$ cat src/rtl/shiftreg1_8.sv
// Serial-in, parallel-out receiver with valid/ack handshake and sticky overrun.
// Optional even-parity trailer bit enabled by defining SHIFTREG1_8_PARITY_EN.
module shiftreg1_8 #(
    parameter  int WIDTH = 8,
    localparam int CNT_W = $clog2(WIDTH + 1)
) (
    input  logic             CLK,
    input  logic             RST,
    input  logic             EN,
    input  logic             D,
    input  logic             DIR,
    input  logic             SYNC,
    input  logic             ACK,
    output logic [WIDTH-1:0] DATA,
    output logic             VLD,
    output logic             OVR,
    output logic             BUSY,
    output logic             PERR
);

`ifdef SHIFTREG1_8_PARITY_EN
    localparam int FRAME = WIDTH + 1;
`else
    localparam int FRAME = WIDTH;
`endif

    logic [WIDTH-1:0] r_shreg;
    logic [CNT_W-1:0] r_cnt;
    logic             r_dir;
    logic [WIDTH-1:0] r_data;
    logic             r_vld;
    logic             r_ovr;

    logic [WIDTH-1:0] w_sh_cur;
    logic [WIDTH-1:0] w_shift;
    logic [WIDTH-1:0] w_sh_nxt;
    logic [CNT_W-1:0] w_cnt_cur;
    logic [CNT_W-1:0] w_cnt_nxt;
    logic             w_dir_eff;
    logic             w_dir_nxt;
    logic             w_data_bit;
    logic             w_last;

    // SYNC behaves as if the counter and shifter were already cleared this cycle,
    // so a coincident strobe starts a fresh frame.
    always_comb begin
        w_cnt_cur  = SYNC ? '0 : r_cnt;
        w_sh_cur   = SYNC ? '0 : r_shreg;
        w_dir_eff  = (w_cnt_cur == '0) ? DIR : r_dir;
        w_dir_nxt  = (EN && (w_cnt_cur == '0)) ? DIR : r_dir;
        w_shift    = w_dir_eff ? {w_sh_cur[WIDTH-2:0], D} : {D, w_sh_cur[WIDTH-1:1]};
`ifdef SHIFTREG1_8_PARITY_EN
        w_data_bit = (w_cnt_cur < CNT_W'(WIDTH));
`else
        w_data_bit = 1'b1;
`endif
        w_last     = EN && (w_cnt_cur == CNT_W'(FRAME - 1));
        w_sh_nxt   = (EN && w_data_bit) ? w_shift : w_sh_cur;
        w_cnt_nxt  = w_cnt_cur;
        if (EN)
            w_cnt_nxt = w_last ? '0 : w_cnt_cur + 1'b1;
    end

    always_ff @(posedge CLK or negedge RST) begin
        if (!RST) begin
            r_shreg <= '0;
            r_cnt   <= '0;
            r_dir   <= 1'b1;
        end else begin
            r_shreg <= w_last ? '0 : w_sh_nxt;
            r_cnt   <= w_cnt_nxt;
            r_dir   <= w_dir_nxt;
        end
    end

    // A completing frame always wins over ACK; overrun only if the old word was not taken.
    always_ff @(posedge CLK or negedge RST) begin
        if (!RST) begin
            r_data <= '0;
            r_vld  <= 1'b0;
            r_ovr  <= 1'b0;
        end else if (w_last) begin
            r_data <= w_sh_nxt;
            r_vld  <= 1'b1;
            r_ovr  <= r_vld && !ACK;
        end else if (ACK && r_vld) begin
            r_vld  <= 1'b0;
            r_ovr  <= 1'b0;
        end
    end

`ifdef SHIFTREG1_8_PARITY_EN
    logic r_perr;

    // Parity bit is the last strobe of the frame and is only folded into PERR.
    always_ff @(posedge CLK or negedge RST) begin
        if (!RST)
            r_perr <= 1'b0;
        else if (w_last)
            r_perr <= (^w_sh_cur) ^ D;
        else if (ACK && r_vld)
            r_perr <= 1'b0;
    end

    assign PERR = r_perr;
`else
    assign PERR = 1'b0;
`endif

    assign DATA = r_data;
    assign VLD  = r_vld;
    assign OVR  = r_ovr;
    assign BUSY = (r_cnt != '0);

endmodule
$ cat config.mk
export PLATFORM = sky130hd
export DESIGN_NAME = shiftreg1_8
export DESIGN_NICKNAME = d
export VERILOG_FILES = /design/src/rtl/shiftreg1_8.sv
export SDC_FILE = /design/constraint.sdc
export NUM_CORES = 1
export LEC_CHECK = 0
export CORE_MARGIN = 4
export CORE_UTILIZATION = 45
export DETAILED_ROUTE_END_ITERATION = 16
export GPL_TIMING_DRIVEN = 0
export MAX_ROUTING_LAYER = met4
export PLACE_DENSITY = 0.7
export SLEW_MARGIN = 5
export SYNTH_ARGS = -nofsm -noshare
export SYNTH_HDL_FRONTEND = slang
export SYNTH_SLANG_ARGS = --single-unit
$ cat constraint.sdc
create_clock -name CLK -period 2.75 [get_ports CLK]
set_clock_uncertainty 0.2 [all_clocks]
set_input_delay 0.4125 -clock CLK [delete_from_list [all_inputs] [get_ports CLK]]
set_output_delay 0.4125 -clock CLK [all_outputs]
set_load 0.05 [all_outputs]
### Word-level counts from Yosys, hierarchy flattened

Cells that the tools add are included.

* register bits: 23
* output and inout port bits: 12
* logic and storage cells: 27

* $add $sub $neg: 1
* eq/ne operators: 1
* muxes and demuxes: 11
* reduce and logical (&&, ||, !) cells: 8

Operators by type and width (count)
* 8-bit two-way mux: 4
* 4-bit two-way mux: 3
* 4-bit by 1-bit adder with 4-bit output, second input constant: 1
* 4-bit by 3-bit equality test with 1-bit output, second input constant: 1
* 1-bit logical AND: 4
* 4-bit logical NOT: 1
* 1-bit two-way mux: 4
* 4-bit nonzero test: 1
* 2-bit nonzero test: 1
* 1-bit logical NOT: 1

### Longest topological paths before layout

Gate-level depths: netlist (run 1).

* word-level depth: 6
* mapped depth: 8

### Worst setup path after synthesis (run 1)

Ideal clock, no wire load.

* path type: input -> register
* start point: in SYNC
* end point: reg r_shreg[0]
* library setup time: 82 ps
* data arrival time: 1748 ps
* data required time: 2468 ps
* setup slack: 720 ps
* stages on the path: 7
* cells stage by stage: inv_1 -> nand2_1 -> ha_1 -> and3_4 -> buf_6 -> or4b_4 -> a31oi_1

* word-level cells in the longest chain between the ends: 6
* elaborated cells between the ends (all ways): 9
* those cells by class: 1 x eq/ne; 6 x mux; 2 x reduce/logical

RTL lines
* start: declaration: line 12 `input logic SYNC,`
* 4-bit two-way mux: line 47 `w_cnt_cur = SYNC ? '0 : r_cnt;`
* 4-bit logical NOT: line 49 `w_dir_eff = (w_cnt_cur == '0) ? DIR : r_dir;`
* 1-bit two-way mux: line 49
* 8-bit two-way mux: line 51 `w_shift = w_dir_eff ? {w_sh_cur[WIDTH-2:0], D} : {D, w_sh_cur[WIDTH-1:1]};`
* 8-bit two-way mux: line 58 `w_sh_nxt = (EN && w_data_bit) ? w_shift : w_sh_cur;`
* 8-bit two-way mux (*): line 70 `r_shreg <= w_last ? '0 : w_sh_nxt;`
* end signal: assignment: line 70
* end: declaration: line 27 `logic [WIDTH-1:0] r_shreg;`

Every way passes the cells marked *; elsewhere a longest branch is shown, timed or not.
A chain may end at the register's enable or synchronous reset.

### Final worst setup path (run 1)

* start point: reg r_cnt[0]
* end point: out BUSY

* word-level cells in the longest chain between the ends: 1

RTL lines
* start: declaration: line 28 `logic [CNT_W-1:0] r_cnt;`
* start signal: assignment: line 71 `r_cnt <= w_cnt_nxt;`
* 4-bit nonzero test: line 113 `assign BUSY = (r_cnt != '0);`
* end: declaration: line 17 `output logic BUSY,`

No other way between the ends.

==> results of run 1 <==
power by group through the flow:
stage	Sequential, uW	Combinational [uW]	Clock, uW
2_1_floorplan	471	104	0
3_3_place_gp	406	249	0
3_5_place_dp	408	251	0
4_1_cts	402	252	161
5_1_grt	408	273	174
6_report	402	250	153
cells in the final DEF, fill, tap and decap left out, drive strengths merged, types with 2 or more instances in the layout:
master	instances
nor2	10
nand3b	6
nand2	5
a21oi	2
a31oi	16
inv	3
dfrtp	22
nand3	3
clkdlybuf4s50	17
clkbuf	8
o21ai	12
buf	2
nor3	2
layout make-up:
type                            instances  area, sq um
Fill cell                             197        943.4
Sequential cell                        23        576.8
Multi-Input combinational cell         75        474.2
Timing Repair Buffer                   17        170.2
Buffer                                  7        37.54
Tap cell                               28        35.03
Clock buffer                            3        22.52
Inverter                                3        11.26
Clock inverter                          1        5.005
registers in the layout, summed over array words and instances (netlist names):
register  cells
DATA          8
r_cnt         4
OVR           1
r_dir         1
r_shreg       8
VLD           1
final timing paths:
check / from / end / slack, ns / depth (start not counted)
worst max-delay path: r_cnt[0]$_DFF_PN0_ / BUSY / 0.15 / 2
worst min-delay path: VLD$_DFFE_PN0P_ / OVR$_DFFE_PN0P_ / 0.31 / 1
worst max register to register: r_cnt[0]$_DFF_PN0_ / r_shreg[0]$_DFF_PN0_ / 0.69 / 6
worst min register to register: VLD$_DFFE_PN0P_ / OVR$_DFFE_PN0P_ / 0.31 / 1
max in group asynchronous: RST / DATA[3]$_DFFE_PN0N_ / 1.32 / 1
min in group asynchronous: RST / r_cnt[0]$_DFF_PN0_ / 0.43 / 1
Yosys cell counts:
master	number	share of area (%)
mux2_2	1	1.0
o211ai_1	1	0.68
a31oi_1	16	9.1
a21bo_2	1	0.91
dfstp_2	1	2.4
xnor2_1	1	0.80
o2111ai_1	1	0.80
xor2_1	1	0.80
nand4b_1	1	0.80
nand2_1	5	1.7
or4_1	1	0.68
o21bai_4	1	1.7
ha_1	1	1.1
nor3_1	2	0.91
a21boi_1	1	0.68
buf_6	1	1.0
a21oi_1	2	0.91
inv_1	3	1.0
a21o_1	1	0.68
o21ai_0	12	5.5
and3_4	1	1.0
nand3_1	3	1.4
nor2_1	10	3.4
o22ai_1	1	0.57
nand2b_1	1	0.57
buf_4	1	0.68
clkbuf_1	5	1.7
nand3b_1	6	4.1
conb_1	1	0.34
mux2i_1	1	0.91
or4b_4	1	1.3
dfrtp_1	22	50
and4_1	1	0.80
layer usage:
layer,vias to the layer above,GRT usage [%],part of all wire [%]
li1,443,-,-
met1,424,23.40,48
met2,30,25.65,45
met3,2,4.299,7.0
met4,0,2.980,0.63
met5,-,-,0
through the flow:
stage / setup slack (ns) / total power (uW) / cell area, sq um / utilization (%)
global route: 0.08347 / 855.8 / 1333 / 58.55
floorplan: 0.7203 / 575.4 / 1100 / -
detailed placement: 0.02977 / 659.5 / 1305 / 57.34
finish: 0.1457 / 805.2 / 1333 / 58.55
global placement: 0.05380 / 655.5 / 1305 / 57.34
CTS: 0.1195 / 814.4 / 1333 / 58.55
kinds of logic after synthesis:
kind of cell	count (synthesis)	synth area share, %
multiplexers	2	1.934
adder cells (fa/ha/maj)	1	1.137
XOR/XNOR	2	1.593
buffers and inverters	10	4.437
other	1	0.3410
flip-flops	23	52.45
AND/OR/NAND/NOR	32	16.61
AO/OA/AOI/OAI	37	21.50
==> results.sh, run 1 <==
export IMPL_rsz0062_at_grt="false"
export IMPL_slowest_delay_ns=0.72
export IMPL_drt_first_pass_iters=4
export IMPL_final_nets=138
export IMPL_wl_per_cell_um=14.22
export IMPL_die_y_um=57.44
export IMPL_antenna_found_initial=0
export IMPL_yosysSeqAreaShare_pct=52.45
export IMPL_tightest_slew_ns=0.9877
export IMPL_path_buf_inv=1
export IMPL_gp_congestion=0.8150
export IMPL_fin_tns_setup_ns=0
export IMPL_drive_gt1_share_pct=9.302
export IMPL_cts_buffers=3
export IMPL_num_rows=17
export IMPL_root_buffer="clkbuf_4"
export IMPL_dieArea_sq_um=3299
export IMPL_cts_max_path_buffers=2
export IMPL_worst_setup_path_type="flip-flop to output pin"
export IMPL_cp_arrival_ns=1.99
export IMPL_insertion_delay_ns=0.31
export IMPL_slew_viol_final=0
export IMPL_drt_iter0_drc=38
export IMPL_crit_slowest_cell="clkdlybuf4s50_1"
export IMPL_fin_cells=157
export IMPL_avgSynthCellArea_sq_um=10.18
export IMPL_crit_chain="or4_1 -> clkdlybuf4s50_1"
export IMPL_sw_frac_of_total_pct=34.74
export IMPL_cp_end_kind="output pin"
export IMPL_grt_usage_pct=17.01
export IMPL_power_frac_seq_pct=49.9
export IMPL_power_density_nw_per_um2=604.3
export IMPL_hold_viol=0
export IMPL_setup_viol=0
export IMPL_core_area_sq_um=2276
export IMPL_p_switching_uw=279.7
export IMPL_synth_cell_types=33
export IMPL_ir_drop_v=0.0004784
export IMPL_period_needed_ns=2.604
export IMPL_power_frac_comb_pct=31.1
export IMPL_critical_path_startpoint_type="flip-flop"
export IMPL_cp_max_fo=5
export IMPL_outcome="finished, final reports clean"
export IMPL_post_cts_buffers=0
export IMPL_grt_overflow=0
export IMPL_power_leakage_uw=0.0005446
export IMPL_whs_ns=0.3147
export IMPL_final_antenna_net_count=0
export IMPL_syn_cell_area_sq_um=1100
export IMPL_grt_pass1_vias=935
export IMPL_final_period_utilization_pct=94.70
export IMPL_grt_max_degree=24
export IMPL_grt_pass1_wl_mm=4.319
export IMPL_synthCells=108
export IMPL_clock_sinks=23
export IMPL_dp_hpwl_mm=1.621
export IMPL_port_buffers=17
export IMPL_drc=0
export IMPL_via_per_inst=5.726
export IMPL_yosysWarnings=0
export IMPL_ys_seq_elements=23
export IMPL_start_util_pct=48.32
export IMPL_diodes=0
export IMPL_cts_repair_resized=0
export IMPL_crit_family="buffers and inverters"
export IMPL_p_clk_share_pct=19.0
export IMPL_slew_headroom_pct=33.95
export IMPL_p_int_uw=525.4
export IMPL_cts_max_level=1
export IMPL_max_freq_ghz=0.3840
export IMPL_cts_clk_slew_worst_paths_ns=0.13
export IMPL_ios=19
export IMPL_cts_tree="yes"
export IMPL_placed_cells=153
export IMPL_vias=899
export IMPL_die_w_um=57.44
export IMPL_syn_nets=116
export IMPL_area_growth_pct=21.16
export IMPL_critPathRequiredTime_ns=2.14
export IMPL_cts_hold_buf=0
export IMPL_routed_wl_mm=2.233
export IMPL_cap_violations=0
export IMPL_hold_path_class="flip-flop to flip-flop"
Power figures use the tool's default switching activity.
==> run 2: changes to the inputs <==
- CTS_CLUSTER_SIZE: unset -> 20
- GPL_ROUTABILITY_DRIVEN: unset -> 0
==> results of run 2 <==
Final layout, timing and power as in run 1 (identical DEF).
